### src/rtl/cdc_read_responder_pkg.sv
// Package shared by the clk50 read responder and its clk100 initiator.
// Contents: responder state encodings, default synchroniser depth and the
// four-phase handshake phase names.
package cdc_pkg;

  localparam logic [1:0] ST_IDLE = 2'd0;
  localparam logic [1:0] ST_WAIT = 2'd1;
  localparam logic [1:0] ST_ACK  = 2'd2;

  localparam int SYNC_DEPTH_DEF = 2;

  // Four-phase handshake as seen by either side of the crossing.
  typedef enum logic [1:0] {
    PH_IDLE    = 2'd0,  // req low, ack low
    PH_REQ     = 2'd1,  // req high, ack low
    PH_ACK     = 2'd2,  // req high, ack high
    PH_RELEASE = 2'd3   // req low, ack high
  } hs_phase_e;

endpackage

### src/rtl/cdc_read_responder_if.sv
// Read request/acknowledge handshake between the clk100 initiator and the
// clk50 responder.
//   read_f : request level (initiator -> responder), asynchronous to clk50
//   addr_f : request address, held stable while read_f is high
//   ack_s  : acknowledge level (responder -> initiator)
//   data_s : read data, valid while ack_s is high
//   err_s  : read timed out, valid while ack_s is high
interface cdc_read_responder_if #(
  parameter int ADDR_W = 24,
  parameter int DATA_W = 32
);
  logic              read_f;
  logic [ADDR_W-1:0] addr_f;
  logic              ack_s;
  logic [DATA_W-1:0] data_s;
  logic              err_s;

  modport master (output read_f, addr_f, input ack_s, data_s, err_s);
  modport slave  (input read_f, addr_f, output ack_s, data_s, err_s);
endinterface

### src/rtl/cdc_read_responder_sync_bit.sv
// Single-bit level synchroniser with asynchronous active-low clear.
//   clk50   : destination clock
//   reset_n : asynchronous active-low clear of every stage
//   d       : asynchronous input level
//   q       : d after SYNC_STAGES flip-flops
// Depths below 2 are raised to 2; a single flop is not a synchroniser.
module sync_bit
  import cdc_pkg::*;
#(
  parameter int SYNC_STAGES = SYNC_DEPTH_DEF
) (
  input  logic clk50,
  input  logic reset_n,
  input  logic d,
  output logic q
);

  localparam int DEPTH = (SYNC_STAGES < 2) ? 2 : SYNC_STAGES;

  logic [DEPTH-1:0] sync_p;

  always_ff @(posedge clk50 or negedge reset_n) begin
    if (!reset_n) begin
      sync_p <= '0;
    end else begin
      sync_p <= {sync_p[DEPTH-2:0], d};
    end
  end

  assign q = sync_p[DEPTH-1];

endmodule

### src/rtl/cdc_read_responder.sv
// clk50-side responder of the four-phase read handshake from clk100.
// Synchronises read_f, issues one memory read, returns data with ack_s and
// holds ack_s until the request is withdrawn.
//   clk50     : only clock
//   reset_n   : asynchronous active-low reset
//   hs        : handshake (read_f/addr_f in, ack_s/data_s/err_s out)
//   busy      : high in WAIT and ACK
//   mem_rd    : memory read strobe, held until mem_ready
//   mem_addr  : memory address, stable while mem_rd is high
//   mem_ready : memory accept / data valid
//   mem_data  : read data, valid with mem_ready
module cdc_read_responder
  import cdc_pkg::*;
#(
  parameter int ADDR_W      = 24,
  parameter int DATA_W      = 32,
  parameter int SYNC_STAGES = SYNC_DEPTH_DEF,
  parameter int TIMEOUT     = 255
) (
  input  logic                clk50,
  input  logic                reset_n,
  cdc_read_responder_if.slave hs,
  output logic                busy,
  output logic                mem_rd,
  output logic [ADDR_W-1:0]   mem_addr,
  input  logic                mem_ready,
  input  logic [DATA_W-1:0]   mem_data
);

  // TIMEOUT = 0 still gets a 1-bit timer so the declaration stays legal.
  localparam int TMR_W = (TIMEOUT > 0) ? $clog2(TIMEOUT + 1) : 1;
  localparam logic [TMR_W-1:0] TMR_LAST = TMR_W'((TIMEOUT > 0) ? TIMEOUT - 1 : 0);
  localparam logic [TMR_W-1:0] TMR_MAX  = '1;

  logic             req_s;
  logic [1:0]       state;
  logic [TMR_W-1:0] timer;

  sync_bit #(
    .SYNC_STAGES (SYNC_STAGES)
  ) u_req_sync (
    .clk50   (clk50),
    .reset_n (reset_n),
    .d       (hs.read_f),
    .q       (req_s)
  );

  // addr_f is quasi-static while read_f is high, so it is captured directly
  // once the synchronised request is seen.
  always_ff @(posedge clk50 or negedge reset_n) begin
    if (!reset_n) begin
      state     <= ST_IDLE;
      timer     <= '0;
      mem_rd    <= 1'b0;
      mem_addr  <= '0;
      hs.ack_s  <= 1'b0;
      hs.data_s <= '0;
      hs.err_s  <= 1'b0;
    end else begin
      case (state)
        ST_IDLE: begin
          if (req_s) begin
            mem_addr <= hs.addr_f;
            mem_rd   <= 1'b1;
            hs.err_s <= 1'b0;
            timer    <= '0;
            state    <= ST_WAIT;
          end
        end
        ST_WAIT: begin
          // mem_ready wins over a timeout landing on the same edge. A
          // withdrawn request does not abort the read.
          if (mem_ready) begin
            hs.data_s <= mem_data;
            mem_rd    <= 1'b0;
            hs.ack_s  <= 1'b1;
            state     <= ST_ACK;
          end else if ((TIMEOUT != 0) && (timer == TMR_LAST)) begin
            hs.data_s <= '0;
            hs.err_s  <= 1'b1;
            mem_rd    <= 1'b0;
            hs.ack_s  <= 1'b1;
            state     <= ST_ACK;
          end else if (timer != TMR_MAX) begin
            timer <= timer + 1'b1;
          end
        end
        ST_ACK: begin
          // A re-raised request is only honoured after returning to IDLE.
          if (!req_s) begin
            hs.ack_s <= 1'b0;
            state    <= ST_IDLE;
          end
        end
        default: begin
          state <= ST_IDLE;
        end
      endcase
    end
  end

  assign busy = (state == ST_WAIT) || (state == ST_ACK);

endmodule

### src/flat_wrapper.sv
// flat-port wrapper written by rule: the top's interface ports become plain ports
module cdc_read_responder_flat import cdc_pkg::*;
#(
  parameter int ADDR_W      = 24,
  parameter int DATA_W      = 32,
  parameter int SYNC_STAGES = SYNC_DEPTH_DEF,
  parameter int TIMEOUT     = 255
)
  (clk50, reset_n, busy, mem_rd, mem_addr, mem_ready, mem_data, hs_read_f, hs_addr_f, hs_ack_s, hs_data_s, hs_err_s);
  cdc_read_responder_if #(.ADDR_W(ADDR_W), .DATA_W(DATA_W)) hs_i ();
  input  logic clk50;
  input  logic reset_n;
  output logic busy;
  output logic mem_rd;
  output logic [ADDR_W-1:0] mem_addr;
  input  logic mem_ready;
  input  logic [DATA_W-1:0] mem_data;
  input wire logic [$bits(hs_i.read_f)-1:0] hs_read_f;
  input wire logic [$bits(hs_i.addr_f)-1:0] hs_addr_f;
  output wire logic [$bits(hs_i.ack_s)-1:0] hs_ack_s;
  output wire logic [$bits(hs_i.data_s)-1:0] hs_data_s;
  output wire logic [$bits(hs_i.err_s)-1:0] hs_err_s;
  assign hs_i.read_f = hs_read_f;
  assign hs_i.addr_f = hs_addr_f;
  assign hs_ack_s = hs_i.ack_s;
  assign hs_data_s = hs_i.data_s;
  assign hs_err_s = hs_i.err_s;
  cdc_read_responder #(.ADDR_W(ADDR_W), .DATA_W(DATA_W), .SYNC_STAGES(SYNC_STAGES), .TIMEOUT(TIMEOUT)) u_core (.clk50(clk50), .reset_n(reset_n), .hs(hs_i), .busy(busy), .mem_rd(mem_rd), .mem_addr(mem_addr), .mem_ready(mem_ready), .mem_data(mem_data));
endmodule
### config.mk
export PLATFORM = sky130hd
export DESIGN_NAME = cdc_read_responder_flat
export DESIGN_NICKNAME = d
export VERILOG_FILES = /design/src/rtl/cdc_read_responder_pkg.sv /design/src/rtl/cdc_read_responder_if.sv /design/src/rtl/cdc_read_responder_sync_bit.sv /design/src/rtl/cdc_read_responder.sv /design/src/flat_wrapper.sv
export SDC_FILE = /design/constraint.sdc
export NUM_CORES = 1
export LEC_CHECK = 0
export BUFFER_PORTS_ARGS = -buffer_cell sky130_fd_sc_hd__buf_4
export CORE_AREA = 2 2 104 66
export DETAILED_ROUTE_END_ITERATION = 7
export DIE_AREA = 0 0 106 68
export PLACE_DENSITY_LB_ADDON = 0.25
export RECOVER_POWER = 25
export SKIP_LAST_GASP = 1
export SLEW_MARGIN = 20
export SYNTH_ARGS = -nofsm -noshare
export SYNTH_HDL_FRONTEND = slang
export SYNTH_SLANG_ARGS = --single-unit
### constraint.sdc
create_clock -name clk50 -period 2 [get_ports clk50]
set_input_delay 0.2 -clock clk50 [delete_from_list [all_inputs] [get_ports clk50]]
set_output_delay 0.2 -clock clk50 [all_outputs]
set_load 0.03 [all_outputs]
## Yosys cells after proc, flatten, opt, wreduce, memory -nomap -nowiden

Cells that the tools add are included.

| operators by class | value |
|---|---|
| order comparisons | 0 |
| reductions and logical operators | 12 |
| equal/unequal tests | 11 |
| multiply operators | 0 |
| divide/modulo/power cells | 0 |
| shifts and indexed selects | 0 |
| muxes and demuxes | 23 |
| $add $sub $neg | 1 |
| bitwise logic cells | 0 |

Operator list:

| cell | number |
|---|---|
| $mux W32 | 2 |
| $mux W8 | 4 |
| $pmux W8 S2 | 1 |
| $reduce_and A3 Y1 | 3 |
| $add A8 B1 Y8 const B | 1 |
| $eq A8 B8 Y1 const B | 1 |
| $mux W1 | 8 |
| $mux W2 | 4 |
| $ne A2 B2 Y1 const B | 4 |
| $ne A8 B8 Y1 const B | 1 |
| $pmux W1 S2 | 3 |
| $pmux W2 S3 | 1 |
| $reduce_bool A2 Y1 | 3 |
| $reduce_and A5 Y1 | 1 |
| $ne A2 B1 Y1 const B | 2 |
| $reduce_and A2 Y1 | 2 |
| $reduce_and A4 Y1 | 1 |
| $ne A3 B2 Y1 const B | 1 |
| $eq A2 B1 Y1 const B | 1 |
| $eq A2 B2 Y1 const B | 1 |
| $logic_not A2 Y1 | 1 |
| $logic_or A1 B1 Y1 | 1 |

| word-level totals | value |
|---|---|
| input bits | 60 |
| memory bits (read-only) | 0 |
| bits in writable memories | 0 |
| memories | 0 |
| bits in registers | 71 |
| latch bits | 0 |

## Logic depth before layout (Yosys ltp)

Gate-level depths: netlist of run 1.

| depth | value |
|---|---|
| word-level depth | 5 |
| depth in mapped cells | 9 |

## Hierarchy

Synthesis of run 1 repeated with hierarchy kept, for this count alone.

| second synthesis, totals | value |
|---|---|
| cell total of the unflattened synthesis | 223 |
| area total of the unflattened synthesis | 2964.1 um^2 |

By module, submodules not included:

| module | cells each | area an instance (um^2) | seq. area each (um^2) | times used |
|---|---|---|---|---|
| cdc_read_responder | 221 | 2914.0 | 1726.7 | 1 |
| sync_bit | 2 | 50.0 | 50.0 | 1 |

## Least setup slack after synthesis of run 1

OpenSTA, ideal clock, no wires.

| timing path | value |
|---|---|
| kind | register -> register |
| from | reg u_core.state[1] |
| to | reg u_core.timer[7] |
| path buffers | 3 |
| period minus slack after synthesis | 1.701 ns |
| stages on the path, launching flop included | 10 |
| setup slack | 0.299 ns |
| setup time | 0.096 ns |
| data arrival time | 1.605 ns |
| cell sequence | dfrtp_1 > inv_1 > ha_1 > buf_6 > and2_4 > buf_6 > nor3_4 > buf_6 > a31oi_1 > a311oi_2 |

| on the way | value |
|---|---|
| cells in the longest elaborated chain, start to end | 3 |
| elaborated cells on any way between the ends | 9 |
| those cells by class | eq/ne: 5; mux: 1; reduce/logical: 3 |

Ends and longest elaborated chain:

| element | line | source |
|---|---|---|
| start, declared | cdc_read_responder.sv:36 | `logic [1:0] state;` |
| start signal, assigned | cdc_read_responder.sv:52 | `state <= ST_IDLE;` |
| start signal, assigned | cdc_read_responder.sv:67 | `state <= ST_WAIT;` |
| start signal, assigned | cdc_read_responder.sv:77 | `state <= ST_ACK;` |
| $eq A2 B1 Y1 or $logic_not A2 Y1 (tied branches) | cdc_read_responder.sv:60 | `case (state)` |
| $ne A2 B2 Y1 (no line) (tied with other cells) | -- |  |
| $reduce_and A5 Y1 (no line) | -- |  |
| end signal, assigned | cdc_read_responder.sv:85 | `timer <= timer + 1'b1;` |
| end, declared | cdc_read_responder.sv:37 | `logic [TMR_W-1:0] timer;` |

Parallel ways exist; a longest one is shown, timed or not.
A chain may end at the register's enable or synchronous reset.

## Final worst setup path of run 1

| timing path | value |
|---|---|
| from | reg u_core.state[0] |
| to | reg u_core.timer[3] |

The elaborated chain is that of the path after synthesis.

==> impl_metrics.yaml, run 1 <==
routing:
  wl_um: 6860
  via_per_inst: 5.18
  first_pass_iters: 4
  vias: 2270
  ant_nets: 0
  drc: 0
  drtIter0Drc: 101
  routedWlPerCell_um: 15.7
setup_path:
  crit_type: "reg2reg"
  cpMaxStageDelayCell: "dfrtp_1"
  critical_path_depth: 7
  max_stage_delay_ps: 350
  start_kind: "flip-flop"
  timing.rr.start: "u_core.state[0]"
  crit_required_ps: 2220
  worstSetupEndpoint: "u_core.timer[3]"
  reg2reg_slack_ps: 160
  ff2ff_path_depth: 7
  crit_path_max_fanout: 7
  reg2reg_to: "u_core.timer[3]"
  path_delay_family: "simple AND/OR/NAND/NOR gates"
  worstPathArrival_ps: 2070
  path_buf_inv: 2
  setup.worst_path.start: "u_core.state[0]"
  cp_cell_sequence: "inv_1 -> ha_1 -> and2b_1 -> nor3_4 -> buf_4 -> nand2_1 -> o22a_1"
  endpoint_kind: "flip-flop"
place:
  portBuffers: 119
  gp_congestion: 0.841
  dp_hpwl_um: 5010
floorplanning:
  ioPinCount: 120
  dieWidth_um: 106
  core-area_um2: 6360
  rows: 23
  initial_core_util_pct: 45.7
  chipHeight_um: 68
  dieArea_um2: 7210
synth:
  synth_area_leaders: "dfrtp_1, a22o_1, mux2_2"
  synth_area_leader_cell: "dfrtp_1"
  synthArstFlopShare_pct: 100
  avgSynthCellArea_um2: 13.5
  yosysTopAreaCellShare_pct: 61.1
  netlist_instances: 215
  ys.flop_type: "dfrtp_1"
  ys_ff_latch: 71
  yosys_warnings: 0
  yosysUniqueCellTypes: 33
  yosysSeqAreaShare_pct: 61.1
  syn-num-nets: 280
  synth-edff-count: 0
  syn_area_um2: 2910
global_routing:
  grt_overflow: 0
  grt_pass1_vias: 2101
  grt_pass1_wl_um: 10600
  grtUsageTotal_pct: 19.6
  antenna_found_initial: 0
  grt_max_degree: 34
sta:
  rsz0062_at_grt: "no"
  fin_setup_tns_ps: 0
  fin_crit_sh_pct: 92.0
  hold_violations: 0
  slew_headroom_pct: 46.9
  max_clock_freq_mhz: 543
  period_needed_ps: 1840
  tightest_slew_ps: 797
  drv_slew: 0
  setup_violations: 0
  skew_ps: 8.89
run:
  cap_violations: 0
hold_path:
  min_from: "mem_data[24]"
  hold_class: "in2reg"
cts:
  cts_max_level: 3
  root_buffer: "clkbuf_8"
  cts_buffer_depth: 2
  cts_sinks: 71
  cts_tree: "built"
  clock_latency_ps: 330
  clk_pin_slew_ps: 80
  numCtsBuffers: 9
final_layout:
  fin_nets: 411
  layout-drive-gt1-share_pct: 49.6
  syn2layout_area_growth_pct: 43.5
  antennaDiodeCount: 0
  final_util_pct: 65.6
run_status:
  outcome: "complete, no violations"
pwr:
  power_leakage_nw: 2.07
  power.density_nw_per_um2: 1780
  irDropWorstVdd_mv: 1.06
synthesized netlist by cell type, types with 2 or more instances:
cell,count
dfrtp_1,71
a22o_1,32
mux2_2,24
a21oi_1,7
inv_1,7
nor3_1,7
a31oi_1,6
nor2_1,6
buf_2,5
ha_1,5
nand2_1,5
o21ai_0,4
and4_1,3
buf_6,3
clkbuf_1,3
mux2i_1,3
nand3_1,3
o22ai_1,3
a211oi_1,2
and3_1,2
nor3_4,2
final cells by class:
| cell class | instances | area, um2 |
|---|---|---|
| Fill cell | 506 | 2190 |
| Sequential cell | 71 | 1780 |
| Multi-Input combinational cell | 126 | 1030 |
| Timing Repair Buffer | 131 | 983 |
| Clock buffer | 12 | 165 |
| Tap cell | 87 | 109 |
| Clock inverter | 4 | 76.3 |
| Inverter | 7 | 26.3 |
metal layers:
metal  vias up  part of all wire (%)  GRT usage [%]  wire, um
met5         -                     0              0         0
met1      1090                    46           27.4      3180
met4         0                  0.45           6.91        31
met3         2                    11           8.86       748
met2       117                    42           26.8      2900
li1       1061                     -              -         -
worst min path at each step:
stage,end,slack [ps],cells after the start
2_1_floorplan,u_core.hs.ack_s,-100,0
3_3_place_gp,u_core.mem_addr[22],170,1
3_5_place_dp,u_core.mem_addr[22],170,1
4_1_cts,u_core.hs.data_s[0],60,2
5_1_grt,u_core.hs.data_s[11],60,2
6_report,u_core.hs.data_s[24],80,2
registers in the layout, summed over array words and instances, names as in the netlist:
name and cells:
u_core.mem_addr 24, u_core.mem_rd 1, u_core.timer 8, u_core.hs.ack_s 1, u_core.hs.err_s 1, u_core.state 2, u_core.hs.data_s 32, u_core.u_req_sync.sync_p 2
kinds of logic after synthesis:
logic type               count (synthesis)  share of synthesized area (%)
AO/OA/AOI/OAI                           60                           15.8
multiplexers                            27                           10.3
AND/OR/NAND/NOR                         34                           7.32
flip-flops                              71                           61.1
buffers and inverters                   18                           3.31
adder cells (fa/ha/maj)                  5                           2.15
worst register-to-register path, stage by stage (launching register included):
cell     delay [ps]
dfrtp_1         350
inv_1            90
ha_1            280
and2b_1         280
nor3_4          320
buf_4           200
nand2_1          60
o22a_1          160
through the flow:
step | std cells | setup WS (ps) | power (mW) | hold slack [ps] | area, um2
finish | 438 | 159 | 7.42 | 83.1 | 4170
global route | 438 | 29.5 | 7.82 | 61.7 | 4170
CTS | 438 | 173 | 7.49 | 61.0 | 4190
detailed placement | 420 | 181 | 6.12 | 170 | 3930
global placement | 420 | 251 | 6.06 | 169 | 3930
floorplan | 215 | 299 | 4.75 | -95.6 | 2910
power breakdown:
group,internal (mW),total (mW),leakage (nW),switching (mW)
clock network,0.807,1.33,0.119,0.523
registers,2.06,2.44,0.871,0.386
logic,1.53,3.64,1.08,2.11
total,4.39,7.42,2.07,3.02
cell usage in the layout, fill, tap and decap left out, types with 2 or more instances in the layout:
master / synthesis / routed
a211oi_1: 2 / 2
a21oi_1: 7 / 7
a22o_1: 32 / 32
a31oi_1: 6 / 6
and3_1: 2 / 2
and4_1: 3 / 3
buf_4: 0 / 126
bufinv_16: 0 / 2
clkbuf_2: 0 / 2
clkbuf_8: 0 / 12
dfrtp_1: 71 / 71
dlygate4sd3_1: 0 / 2
ha_1: 5 / 5
inv_1: 7 / 7
mux2_2: 24 / 24
mux2i_1: 3 / 3
nand2_1: 5 / 5
nand3_1: 3 / 3
nor2_1: 6 / 6
nor3_1: 7 / 7
nor3_4: 2 / 2
o21ai_0: 4 / 4
o22ai_1: 3 / 3
what timing repair did:
item / in CTS / in global routing
hold endpoints to repair: 32 / 0
hold buffers: 2 / 0
resized for setup: 0 / 0
buffers inserted: 0 / 0
(Power assumes the default switching activity.)
==> run 2: changes to the inputs <==
--- a/config.mk
+++ b/config.mk
@@ -6,11 +6,13 @@
 export NUM_CORES = 1
 export LEC_CHECK = 0
 export BUFFER_PORTS_ARGS = -buffer_cell sky130_fd_sc_hd__buf_4
-export CORE_AREA = 2 2 104 66
+export CORE_AREA = 3 3 105 67
+export CTS_CLUSTER_DIAMETER = 60
 export DETAILED_ROUTE_END_ITERATION = 7
-export DIE_AREA = 0 0 106 68
+export DIE_AREA = 0 0 108 70
 export PLACE_DENSITY_LB_ADDON = 0.25
 export RECOVER_POWER = 25
+export REMOVE_ABC_BUFFERS = 1
 export SKIP_LAST_GASP = 1
 export SLEW_MARGIN = 20
 export SYNTH_ARGS = -nofsm -noshare
==> impl_metrics.yaml, run 2 (synthesis results as in run 1) <==
hold_path:
  hold_class: "in2reg"
setup_path:
  crit_required_ps: 2230
  start_kind: "flip-flop"
  crit_path_max_fanout: 8
  worstPathArrival_ps: 2080
  endpoint_kind: "flip-flop"
  crit_type: "reg2reg"
pwr:
  pwr-share-clk_pct: 17.1
  seq_power_share_pct: 33.5
  switching_share_pct: 41.2
  power.internal_mw: 4.30
  power.density_nw_per_um2: 1770
  irDropWorstVdd_mv: 1.04
  p_switching_mw: 3.01
  p_comb_share_pct: 49.4
  power_leakage_nw: 2.04
sta:
  skew_ps: 10.6
  max_clock_freq_mhz: 541
  tightest_slew_ps: 929
  hold_violations: 0
  slew_headroom_pct: 38.0
  fin_setup_tns_ps: 0
  rsz0062_at_grt: "no"
  drv_slew: 0
  fin_crit_sh_pct: 92.4
  period_needed_ps: 1850
  setup_violations: 0
place:
  dp_hpwl_um: 4950
  portBuffers: 119
  gp_congestion: 0.952
global_routing:
  grt_max_degree: 39
  grtUsageTotal_pct: 18.4
  grt_pass1_wl_um: 10600
  grt_overflow: 0
  grt_pass1_vias: 2213
  antenna_found_initial: 0
routing:
  drtIter0Drc: 76
  vias: 2217
  routedWlPerCell_um: 15.6
  wl_um: 6720
  first_pass_iters: 4
  ant_nets: 0
  drc: 0
  via_per_inst: 5.16
floorplanning:
  chipHeight_um: 70
  dieArea_um2: 7560
  dieWidth_um: 108
  core-area_um2: 6080
  ioPinCount: 120
  rows: 22
  initial_core_util_pct: 47.8
final_layout:
  most-common-layout-cells: "buf_4, dfrtp_1, a22o_1"
  final_common_cell: "buf_4"
  syn2layout_area_growth_pct: 41.9
  fin_nets: 406
  top_regs: "u_core.hs.data_s (32), u_core.mem_addr (24), u_core.timer (8)"
  layout-drive-gt1-share_pct: 48.6
  regMostFlops: "u_core.hs.data_s"
  antennaDiodeCount: 0
  final_util_pct: 67.8
  largest_register_ffs: 32
run:
  cap_violations: 0
cts:
  numCtsBuffers: 9
  ctsResizeCount: 0
  cts_tree: "built"
  cts_setup_buffers: 0
  cts_max_level: 3
  clock_latency_ps: 340
  cts_sinks: 71
  clk_pin_slew_ps: 70
  postCtsHoldBufs: 2
  root_buffer: "clkbuf_8"
  cts_buffer_depth: 2
run_status:
  outcome: "complete, no violations"
==> run 2: cell types whose count changed in the layout (fill, tap and decap cells not counted) <==
cell      change
buf_4         -6
clkbuf_8      -2
buf_12        +1
clkbuf_1      +1
clkbuf_2      -1
clkbuf_4      +1
clkinv_2      +1
==> run 2: stage by stage <==
| step | worst slack (ps) | instances | area (um2) | hold WS (ps) | total power, mW |
|---|---|---|---|---|---|
| 2_1_floorplan | 125 | 204 | 2840 | -95.6 | 4.66 |
| 3_3_place_gp | 192 | 412 | 3900 | 202 | 6.04 |
| 3_5_place_dp | 158 | 412 | 3900 | 204 | 6.12 |
| 4_1_cts | 145 | 430 | 4140 | 53.7 | 7.39 |
| 5_1_grt | 1.99 | 430 | 4130 | 44.7 | 7.72 |
| 6_report | 152 | 430 | 4130 | 68.9 | 7.31 |
==> run 2: per-layer routing <==
metal	part of all wire, %	routed length, um	GRT usage, %	vias up
li1	-	-	-	1051
met1	43	2910	23.9	1063
met2	44	2960	25.8	101
met3	12	814	11.2	2
met4	0.59	40	5.04	0
met5	0	0	0	-
==> run 2: final timing paths <==
| path | slack (ps) | endpoint | cells after the start | startpoint |
|---|---|---|---|---|
| setup / recovery | 150 | u_core.timer[3] | 7 | u_core.state[0] |
| hold / removal | 70 | u_core.hs.data_s[23] | 2 | mem_data[23] |
| setup reg to reg | 150 | u_core.timer[3] | 7 | u_core.state[0] |
| hold reg to reg | 360 | u_core.u_req_sync.sync_p[1] | 0 | u_core.u_req_sync.sync_p[0] |
| max in group asynchronous | 410 | u_core.mem_addr[14] | 3 | reset_n |
| min in group asynchronous | 530 | u_core.hs.data_s[25] | 2 | reset_n |
==> run 2: final cells by class <==
type / instances / area (um2)
Inverter: 7 / 26.3
Fill cell: 465 / 1960
Sequential cell: 71 / 1780
Clock inverter: 5 / 81.3
Tap cell: 84 / 105
Timing Repair Buffer: 126 / 961
Multi-Input combinational cell: 126 / 1030
Clock buffer: 11 / 141
==> run 2: critical path: stages (launching register included) <==
cell	delay, ps
dfrtp_1	350
inv_1	90
ha_1	270
and2b_1	280
nor3_4	330
buf_4	200
nand2_1	50
o22a_1	160
==> run 2: power groups by stage <==
stage	combinational, mW	clock (mW)	sequential (mW)
after floorplan	1.12	0	3.53
after detailed placement	3.67	0	2.44
after global routing	3.83	1.36	2.53
after global placement	3.59	0	2.45
after CTS	3.66	1.28	2.45
final	3.61	1.25	2.45
